<file path="config.mk">
export PLATFORM = sky130hd
export DESIGN_NAME = bus_arbiter_flat
export DESIGN_NICKNAME = d
export VERILOG_FILES = /design/src/rtl/bus_arbiter_if.sv /design/src/rtl/bus_arbiter.sv /design/src/flat_wrapper.sv
export SDC_FILE = /design/constraint.sdc
export NUM_CORES = 1
export LEC_CHECK = 0
export ABC_AREA = 0
export CORE_ASPECT_RATIO = 1.2
export CORE_MARGIN = 2
export CORE_UTILIZATION = 45
export CTS_CLUSTER_SIZE = 14
export DETAILED_ROUTE_END_ITERATION = 12
export PLACE_DENSITY = 0.68
export RECOVER_POWER = 100
export SYNTH_ARGS = -nofsm -noshare
export SYNTH_HDL_FRONTEND = slang
export SYNTH_SLANG_ARGS = --single-unit
</file>
<file path="constraint.sdc">
create_clock -name clock -period 4.7 [get_ports clock]
set_input_delay 0.705 -clock clock [delete_from_list [all_inputs] [get_ports clock]]
set_output_delay 0.705 -clock clock [all_outputs]
set_load 0.01 [all_outputs]
</file>
<file path="src/rtl/bus_arbiter_if.sv">
// -----------------------------------------------------------------------------
// bus_arbiter_if
//
// Bundles the request/grant handshake and the shared-bus transaction strobes
// seen by the round-robin bus arbiter.
//
// Signals:
//   request             one bit per master, level-sensitive
//   grant               one-hot (or zero) grant, driven by the arbiter
//   begin_transactionIN shared-bus begin strobe
//   end_transactionIN   shared-bus end strobe (master or slave)
//   errorIN             shared-bus error from a slave
//   end_transactionOUT  one-cycle pulse driven by the arbiter on a watchdog abort
//   errorOUT            one-cycle pulse driven by the arbiter on a watchdog abort
//   bus_active          high while a master owns the bus
//   current_master      index of the granted master
//
// Modports:
//   slave  - the arbiter side (serves requests, drives grant and abort strobes)
//   master - the requester / bus side
// -----------------------------------------------------------------------------
interface bus_arbiter_if #(
    parameter int NR_OF_MASTERS = 4
);
    localparam int MASTER_W = $clog2(NR_OF_MASTERS);

    logic [NR_OF_MASTERS-1:0] request;
    logic [NR_OF_MASTERS-1:0] grant;
    logic                     begin_transactionIN;
    logic                     end_transactionIN;
    logic                     errorIN;
    logic                     end_transactionOUT;
    logic                     errorOUT;
    logic                     bus_active;
    logic [MASTER_W-1:0]      current_master;

    modport slave (
        input  request,
        input  begin_transactionIN,
        input  end_transactionIN,
        input  errorIN,
        output grant,
        output end_transactionOUT,
        output errorOUT,
        output bus_active,
        output current_master
    );

    modport master (
        output request,
        output begin_transactionIN,
        output end_transactionIN,
        output errorIN,
        input  grant,
        input  end_transactionOUT,
        input  errorOUT,
        input  bus_active,
        input  current_master
    );
endinterface

</file>
<file path="src/rtl/bus_arbiter.sv">
// -----------------------------------------------------------------------------
// bus_arbiter
//
// Round-robin arbiter for a shared bus. Grants the bus to one requesting master,
// follows the transaction on the shared begin/end/error strobes and holds the
// grant until the transaction ends. A watchdog gives up on a master that never
// begins (silent release) and aborts a transaction that never ends (one-cycle
// errorOUT + end_transactionOUT pulse in the last ACTIVE cycle).
//
// Parameters:
//   NR_OF_MASTERS        number of requesters (2..16)
//   BEGIN_TIMEOUT        grant cycles allowed before a begin must be seen
//   TRANSACTION_TIMEOUT  ACTIVE cycles allowed, the abort cycle included
//
// Ports:
//   clock  rising-edge clock
//   reset  synchronous, active-high reset
//   bus    bus_arbiter_if.slave: request/grant handshake, bus strobes, status
//
// All outputs are registered; there is no input-to-output combinational path.
// -----------------------------------------------------------------------------
module bus_arbiter #(
    parameter int NR_OF_MASTERS       = 4,
    parameter int BEGIN_TIMEOUT       = 16,
    parameter int TRANSACTION_TIMEOUT = 256
) (
    input  logic         clock,
    input  logic         reset,
    bus_arbiter_if.slave bus
);
    localparam int MASTER_W = $clog2(NR_OF_MASTERS);
    localparam int BEGIN_W  = (BEGIN_TIMEOUT > 1) ? $clog2(BEGIN_TIMEOUT) : 1;
    localparam int XFER_W   = (TRANSACTION_TIMEOUT > 1) ? $clog2(TRANSACTION_TIMEOUT) : 1;

    // Last grant cycle when no begin shows up.
    localparam logic [BEGIN_W-1:0] BEGIN_LAST = BEGIN_W'(BEGIN_TIMEOUT - 1);
    // The abort is decided one cycle early so the registered pulse lands in
    // the final (TRANSACTION_TIMEOUT-th) ACTIVE cycle while grant is still high.
    // A bus end seen on that deciding edge wins and no pulse is produced.
    localparam logic [XFER_W-1:0]  XFER_ARM   = XFER_W'(TRANSACTION_TIMEOUT - 2);

    typedef enum logic [1:0] {
        IDLE,
        GRANT,
        ACTIVE,
        RELEASE
    } state_t;

    state_t              state;
    logic [MASTER_W-1:0] last_master;
    logic [BEGIN_W-1:0]  begin_cnt;
    logic [XFER_W-1:0]   xfer_cnt;

    // Round-robin pick: first requester at or above last_master+1, wrapping.
    logic                any_request;
    logic [MASTER_W-1:0] winner;
    logic [MASTER_W-1:0] probe;

    always_comb begin
        // NOTE: every variable gets a default before the loop so no path
        // leaves it unassigned, which would otherwise infer a latch.
        any_request = 1'b0;
        winner      = '0;
        probe       = '0;
        // Scan from the farthest candidate to the nearest; the nearest
        // requester is written last and therefore wins.
        for (int i = NR_OF_MASTERS; i >= 1; i--) begin
            probe = MASTER_W'((int'(last_master) + i) % NR_OF_MASTERS);
            if (bus.request[probe]) begin
                winner      = probe;
                any_request = 1'b1;
            end
        end
    end

    always_ff @(posedge clock) begin
        // NOTE: all state and outputs here use non-blocking assignments so
        // every register samples the pre-edge values of its neighbours.
        if (reset) begin
            state                  <= IDLE;
            bus.grant              <= '0;
            bus.bus_active         <= 1'b0;
            bus.errorOUT           <= 1'b0;
            bus.end_transactionOUT <= 1'b0;
            bus.current_master     <= '0;
            last_master            <= MASTER_W'(NR_OF_MASTERS - 1);
            begin_cnt              <= '0;
            xfer_cnt               <= '0;
        end else begin
            // Abort strobes are single-cycle unless set again below.
            bus.errorOUT           <= 1'b0;
            bus.end_transactionOUT <= 1'b0;

            unique case (state)
                IDLE: begin
                    if (any_request) begin
                        state              <= GRANT;
                        bus.grant          <= NR_OF_MASTERS'(1) << winner;
                        bus.bus_active     <= 1'b1;
                        bus.current_master <= winner;
                        last_master        <= winner;
                        begin_cnt          <= '0;
                    end
                end

                GRANT: begin
                    if (bus.begin_transactionIN) begin
                        // Begin wins even on the timeout cycle.
                        state     <= ACTIVE;
                        begin_cnt <= '0;
                        xfer_cnt  <= '0;
                    end else if (begin_cnt == BEGIN_LAST) begin
                        // Nothing was opened on the bus, so release silently.
                        state          <= RELEASE;
                        bus.grant      <= '0;
                        bus.bus_active <= 1'b0;
                    end else begin
                        begin_cnt <= begin_cnt + 1'b1;
                    end
                end

                ACTIVE: begin
                    // errorOUT high means this is the abort cycle: leave now.
                    if (bus.end_transactionIN || bus.errorIN || bus.errorOUT) begin
                        state          <= RELEASE;
                        bus.grant      <= '0;
                        bus.bus_active <= 1'b0;
                    end else begin
                        // Never exceeds TRANSACTION_TIMEOUT-1: the cycle after
                        // reaching it always leaves ACTIVE.
                        xfer_cnt <= xfer_cnt + 1'b1;
                        if (xfer_cnt == XFER_ARM) begin
                            bus.errorOUT           <= 1'b1;
                            bus.end_transactionOUT <= 1'b1;
                        end
                    end
                end

                RELEASE: begin
                    // One turnaround cycle; requests are not looked at here.
                    state     <= IDLE;
                    begin_cnt <= '0;
                    xfer_cnt  <= '0;
                end

                default: begin
                    state <= IDLE;
                end
            endcase
        end
    end
endmodule

</file>
<file path="src/flat_wrapper.sv">
// flat-port wrapper written by rule: the top's interface ports become plain ports
module bus_arbiter_flat 
#(
    parameter int NR_OF_MASTERS       = 4,
    parameter int BEGIN_TIMEOUT       = 16,
    parameter int TRANSACTION_TIMEOUT = 256
)
  (clock, reset, bus_request, bus_begin_transactionIN, bus_end_transactionIN, bus_errorIN, bus_grant, bus_end_transactionOUT, bus_errorOUT, bus_bus_active, bus_current_master);
  bus_arbiter_if #(.NR_OF_MASTERS(NR_OF_MASTERS)) bus_i ();
  input  logic clock;
  input  logic reset;
  input wire logic [$bits(bus_i.request)-1:0] bus_request;
  input wire logic [$bits(bus_i.begin_transactionIN)-1:0] bus_begin_transactionIN;
  input wire logic [$bits(bus_i.end_transactionIN)-1:0] bus_end_transactionIN;
  input wire logic [$bits(bus_i.errorIN)-1:0] bus_errorIN;
  output wire logic [$bits(bus_i.grant)-1:0] bus_grant;
  output wire logic [$bits(bus_i.end_transactionOUT)-1:0] bus_end_transactionOUT;
  output wire logic [$bits(bus_i.errorOUT)-1:0] bus_errorOUT;
  output wire logic [$bits(bus_i.bus_active)-1:0] bus_bus_active;
  output wire logic [$bits(bus_i.current_master)-1:0] bus_current_master;
  assign bus_i.request = bus_request;
  assign bus_i.begin_transactionIN = bus_begin_transactionIN;
  assign bus_i.end_transactionIN = bus_end_transactionIN;
  assign bus_i.errorIN = bus_errorIN;
  assign bus_grant = bus_i.grant;
  assign bus_end_transactionOUT = bus_i.end_transactionOUT;
  assign bus_errorOUT = bus_i.errorOUT;
  assign bus_bus_active = bus_i.bus_active;
  assign bus_current_master = bus_i.current_master;
  bus_arbiter #(.NR_OF_MASTERS(NR_OF_MASTERS), .BEGIN_TIMEOUT(BEGIN_TIMEOUT), .TRANSACTION_TIMEOUT(TRANSACTION_TIMEOUT)) u_core (.clock(clock), .reset(reset), .bus(bus_i));
endmodule
</file>
==> summary.txt, run 1 <==
Hold path
  • Hold EP: u_core.bus.current_master[1]
  • Hold Crit Class: reg2reg
  • Hold Crit Depth: 2
  • Hold wc startpoint: u_core.bus.current_master[1]

Yosys
  • Top_reg_cell synth: dfxtp_1
  • Post-Syn Nets: 165
  • Syn Std Cell Area: 1270 um^2
  • Synth unique cells: 38
  • Seq/Total Area, Yosys: 37.9%
  • Cell count after synthesis: 148
  • EDFF count, synth: 0
  • FF+latch count, synth: 24
  • Share of async-settable or async-resettable flops after synthesis: 0%
  • Avg Cell Area, Syn: 8.56 um^2
  • Synth warnings: 0

Final layout
  • Multi-input gate area: 749 um^2
  • Filler cells: 277
  • Most frequent cells in the layout: dfxtp_1 (24), nor2_1 (13), dlygate4sd3_1 (12)
  • Area Overhead vs Synth: 19.2%
  • Most common cell after layout, fill and taps aside: dfxtp_1
  • Share of cells above drive strength 1: 3.64%
  • Non-Filler Instances: 199
  • Layout Nets: 183
  • Ant diodes: 0
  • Reg area: 480 um^2

Setup path
  • R2r setup slk: 2.53 ns
  • CP required: 4.91 ns
  • Crit Reg-Reg Endpoint: u_core.xfer_cnt[7]
  • FF-to-FF Start: u_core.state[1]
  • CP endpoint kind: flip-flop
  • Reg2reg path depth: 6
  • Crit Path Category: in2reg
  • CP Launch Type: input pin
  • Critical Path AT: 2.52 ns
  • CP max FO: 7

Place
  • DP HPWL: 2000 um
  • Dpl cells: 195
  • PortBufs: 17
  • GP Congestion: 0.777

Routing
  • Wire per inst: 13.2 um
  • Metal-1 WL: 1170 um
  • Vias per inst: 5.80
  • Via count: 1155
  • # DRC: 0
  • Routed Antenna Nets: 0
  • Top sig layer: met4
  • DRT Wirelength: 2630 um
  • Met3 wire length: 120 um
  • Routed wl met2: 1290 um
  • Detailed Route Iter0 Violations: 21
  • Drt pass-1 iters: 4

CTS
  • Cts-stage hold buffer count: 0
  • Clock buffer depth: 2
  • Clock transition at the registers of the reported paths: 0.14 ns
  • Cts repair resizes: 0
  • CTS tree: yes
  • Num CTS Buffers: 3
  • Root buffer cell: clkbuf_4
  • H-tree lvl count: 1
  • Post-CTS setup repair buffer count: 0
  • Clock Latency Late Sink: 0.32 ns
  • Clk sinks: 24

Timing
  • Fin. Hold Viols: 0
  • RSZ-0062 raised after global routing: no
  • Max-slew headroom: 43.7%
  • Setup violators final: 0
  • Final period utilization: 49.1%
  • Final setup TNS: 0 ns
  • Final Max Tran Viols: 0
  • Highest clock rate: 433 MHz
  • Worst-Margin Slew: 0.837 ns
  • Min Tclk post-route: 2.31 ns
  • Post-route clock skew: 0.00569 ns

Pwr
  • Maximum vdd drop: 207 uV
  • Clock share of power: 19.5%
  • Comb pwr share: 44.0%
  • Sequential share of power: 36.5%
  • Switching power: 0.292 mW
  • Power Total: 0.771 mW
  • Power Internal: 0.479 mW
  • Switching Fraction: 37.8%
  • P_leak: 0.558 nW
  • PD cells: 511 nW/um^2

Global route
  • First-pass GRT wire length: 4550 um
  • Initial antenna violation count: 0
  • Grt total ovfl: 0
  • Gr usage total: 17.9%
  • Vias in the first global route: 1074
  • Largest net degree at the start of global routing: 15

Floorplanning
  • DIE WIDTH: 52.4 um
  • Total die area: 3260 um^2
  • Num rows: 21
  • CORE AREA: 2730 um^2
  • # IOs: 18
  • Die Ht: 62.1 um
  • Initial core utilization: 46.4%

Flow run
  • Max-Cap Viols: 0

Status
  • Status: finished clean
-- final cells by class --
class	instances	share of cell area (%)
clock buffer	3	1.49
tap	34	2.82
timing repair buffer	17	11.3
sequential	24	31.8
inverter	4	0.994
multi-input combinational	116	49.6
clock inverter	1	1.99
-- cells in the mapped netlist, types with 3 or more instances --
cell type  number  area share (%)
dfxtp_1        24              38
nor2_1         13             3.9
a21oi_1        11             4.3
o21ai_0        10             3.9
nand2_1         9             2.7
ha_1            8             7.9
nand2b_1        7             3.5
nand3_1         6             2.4
o31ai_1         5             3.0
nor3_1          4             1.6
o211ai_1        4             2.4
or3_1           4             2.0
clkbuf_1        3            0.89
inv_1           3            0.89
nor4_1          3             1.5
xnor2_1         3             2.1
-- worst max-delay path by stage --
stage          slack, ns                   to  cells after the start                    start
2_1_floorplan       2.68   u_core.xfer_cnt[5]                      4              bus_errorIN
3_3_place_gp        2.20   u_core.xfer_cnt[7]                      5              bus_errorIN
3_5_place_dp        2.17   u_core.xfer_cnt[7]                      5              bus_errorIN
4_1_cts             2.51   u_core.xfer_cnt[7]                      5              bus_errorIN
5_1_grt             2.29      u_core.state[0]                      4  bus_begin_transactionIN
6_report            2.39  u_core.bus.grant[2]                      5           bus_request[1]
-- stage by stage --
step | utilization [%] | instance area (um^2) | setup WS [ns] | hold slack (ns)
global placement | 53.5 | 1460 | 2.20 | 0.443
detailed placement | 53.5 | 1460 | 2.17 | 0.462
global route | 55.3 | 1510 | 2.29 | 0.510
finish | 55.3 | 1510 | 2.39 | 0.473
CTS | 55.4 | 1510 | 2.51 | 0.481
floorplan | - | 1270 | 2.68 | 0.443
-- registers in the layout (all words and copies together), names as in the netlist --
name and flops:
u_core.bus.bus_active 1, u_core.xfer_cnt 8, u_core.bus.end_transactionOUT 1, u_core.bus.current_master 2
u_core.last_master 2, u_core.state 2, u_core.bus.grant 4, u_core.begin_cnt 4
-- worst max-delay path, cell delays in order --
cell           delay (ns)
dlygate4sd3_1        0.61
nor4_1               0.59
a221o_1              0.37
or2_2                0.17
o31ai_1              0.08
-- cells by family (layout without fill, tap and decap cells) --
logic type	after synthesis	in the layout	synth area share, %
muxes	2	2	1.58
DFF	24	24	37.9
xor gates and xnor gates	4	4	2.76
buffers and inverters	8	25	2.67
adders and majority gates	8	8	7.90
AOI/OAI and AO/OA	41	41	20.9
and+or+nand+nor	61	61	26.3
-- per-layer routing --
layer  global-route usage, %  vias up
met5                       0        -
met4                    7.05        0
met3                    2.16        5
met2                    30.6       32
met1                    22.1      530
li1                        -      588
-- power by group through the flow --
stage / sequential [mW] / clock, mW / combinational (mW)
floorplan: 0.290 / 0 / 0.242
global placement: 0.287 / 0 / 0.342
detailed placement: 0.288 / 0 / 0.349
CTS: 0.283 / 0.154 / 0.350
global route: 0.289 / 0.162 / 0.385
finish: 0.282 / 0.150 / 0.339
No activity file was read; power rests on OpenSTA's default activity.
==> run 2: changes to the inputs <==
- clock period: 4.7 -> 2.3 ns (I/O delays scaled with it)
==> run 2 against run 1 <==
- first-iteration DRC count shrank 24%
- clock skew grew 0.0013 ns
- sequential power grew 110%
- worst hold slack lost 0.011 ns
- critical path depth grew 1
- count of clock-buffer cells in the layout is the same
- non-clock buffer count grew 7
- routed wire length grew 4.5%
- global-route usage grew 0.17 points
- setup slack lost 2.3 ns
- clock power grew 20%
- register-to-register slack lost 2.4 ns
- critical path type is now reg2reg
- critical endpoint is now u_core.xfer_cnt[5]
- largest cell class unchanged
- highest routed layer unchanged
==> summary.txt, run 2 (same netlist as run 1, synthesis figures left out) <==
Final layout
  • Layout Nets: 190
  • Largest regs: u_core.xfer_cnt x8, u_core.begin_cnt x4, u_core.bus.grant x4
  • Post-route cell area: 1540 um^2
  • Reg with most FFs: u_core.xfer_cnt
  • Share of cells above drive strength 1: 7.60%
  • Most frequent cells in the layout: dfxtp_1 (24), clkdlybuf4s50_1 (17), nor2_1 (13)
  • Area Overhead vs Synth: 21.1%
  • Filler cells: 271
  • Max reg flops: 8
  • Ant diodes: 0
  • Most common cell after layout, fill and taps aside: dfxtp_1

Timing
  • Final period utilization: 93.9%
  • Post-route clock skew: 0.00702 ns
  • Worst-Margin Slew: 0.915 ns
  • Setup violators final: 0
  • Max-slew headroom: 38.5%
  • Final setup TNS: 0 ns
  • Highest clock rate: 463 MHz
  • Fin. Hold Viols: 0
  • Min Tclk post-route: 2.16 ns
  • Final Max Tran Viols: 0
  • Setup WS post-layout: 0.139 ns
  • RSZ-0062 raised after global routing: no

Setup path
  • CP required: 2.55 ns
  • Crit Path Category: reg2reg
  • FF-to-FF Start: u_core.state[1]
  • Critical Path AT: 2.41 ns
  • CP Launch Type: flip-flop
  • CP endpoint kind: flip-flop
  • Beginning of the critical path: u_core.state[1]
  • CP max FO: 11

Pwr
  • PD cells: 973 nW/um^2
  • P_leak: 0.549 nW
  • Maximum vdd drop: 532 uV
  • Power Total: 1.49 mW

CTS
  • Clk sinks: 24
  • CTS tree: yes
  • Clock transition at the registers of the reported paths: 0.13 ns
  • Clock buffer depth: 2
  • Post-CTS setup repair buffer count: 0
  • Clock Latency Late Sink: 0.31 ns
  • Cts-stage hold buffer count: 0
  • Num CTS Buffers: 3
  • H-tree lvl count: 1
  • Root buffer cell: clkbuf_4

Hold path
  • Hold Crit Class: reg2reg
  • Hold wc startpoint: u_core.bus.current_master[1]

Global route
  • Gr usage total: 18.1%
  • Largest net degree at the start of global routing: 13
  • Vias in the first global route: 1122
  • Grt total ovfl: 0
  • Initial antenna violation count: 0
  • First-pass GRT wire length: 4650 um

Floorplanning
  • Initial core utilization: 46.4%
  • # IOs: 18
  • DIE WIDTH: 52.4 um
  • Die Ht: 62.1 um
  • Total die area: 3260 um^2
  • CORE AREA: 2730 um^2
  • Num rows: 21

Routing
  • Via count: 1170
  • # DRC: 0
  • Vias per inst: 5.71
  • Drt pass-1 iters: 4
  • DRT Wirelength: 2750 um
  • Wire per inst: 13.4 um
  • Detailed Route Iter0 Violations: 16
  • Routed Antenna Nets: 0

Place
  • DP HPWL: 2080 um
  • PortBufs: 17
  • GP Congestion: 0.795
  • Placed inst area: 1510 um^2
  • Pre-CTS setup slack: 0.0847 ns

Flow run
  • Max-Cap Viols: 0

Status
  • Status: finished clean
-- run 2: changes by cell type in the layout (fill, tap and decap cells not counted), sizes merged --
cell	before	now
bufinv	1	0
clkdlybuf4s50	5	17
buf	0	7
dlygate4sd3	12	0
-- run 2: metrics by stage --
step	hold slack, ns	util [%]	instances
floorplan	0.443	-	148
global placement	0.443	55.4	202
detailed placement	0.450	55.4	202
CTS	0.468	56.2	205
global route	0.504	56.2	205
finish	0.462	56.2	205
-- run 2: worst paths after layout --
check | endpoint | slack (ns) | depth (start not counted)
worst max-delay path | u_core.xfer_cnt[5] | 0.14 | 6
worst min-delay path | u_core.bus.current_master[1] | 0.46 | 2
worst max register to register | u_core.xfer_cnt[5] | 0.14 | 6
worst min register to register | u_core.bus.current_master[1] | 0.46 | 2
-- run 2: area by class of cell --
cell class                 count  area [um^2]  share of cell area, %
multi-input combinational    116          752                   49.0
timing repair buffer          24          223                   14.5
clock buffer                   3         22.5                   1.47
tap                           34         42.5                   2.77
inverter                       4         15.0                  0.978
sequential                    24          480                   31.3
-- run 2: layer usage --
metal | up-vias | global-route usage (%) | part of all wire [%]
li1 | 599 | - | -
met1 | 544 | 21.2 | 45
met2 | 23 | 32.2 | 51
met3 | 4 | 2.88 | 3.5
met4 | 0 | 5.77 | 0.98
met5 | - | 0 | 0
-- run 2: what timing repair did --
item,in CTS,in global routing
endpoints found under the hold margin,0,0
endpoints found under the setup margin,0,2
resized for setup,0,1
-- run 2: power breakdown --
| group | total [mW] | internal [mW] | switching (mW) | leakage (nW) |
|---|---|---|---|---|
| clock | 0.180 | 0.0611 | 0.118 | 0.0138 |
| combinational | 0.734 | 0.325 | 0.409 | 0.340 |
| sequential | 0.580 | 0.507 | 0.0730 | 0.196 |
| total | 1.49 | 0.893 | 0.601 | 0.549 |
-- run 2: critical path, cell delays in order (launching register included) --
cell and delay [ns]:
dfxtp_1 0.43, inv_1 0.10, ha_1 0.22, nor2b_1 0.26, or4_1 0.62, or3_1 0.34, a21oi_1 0.13
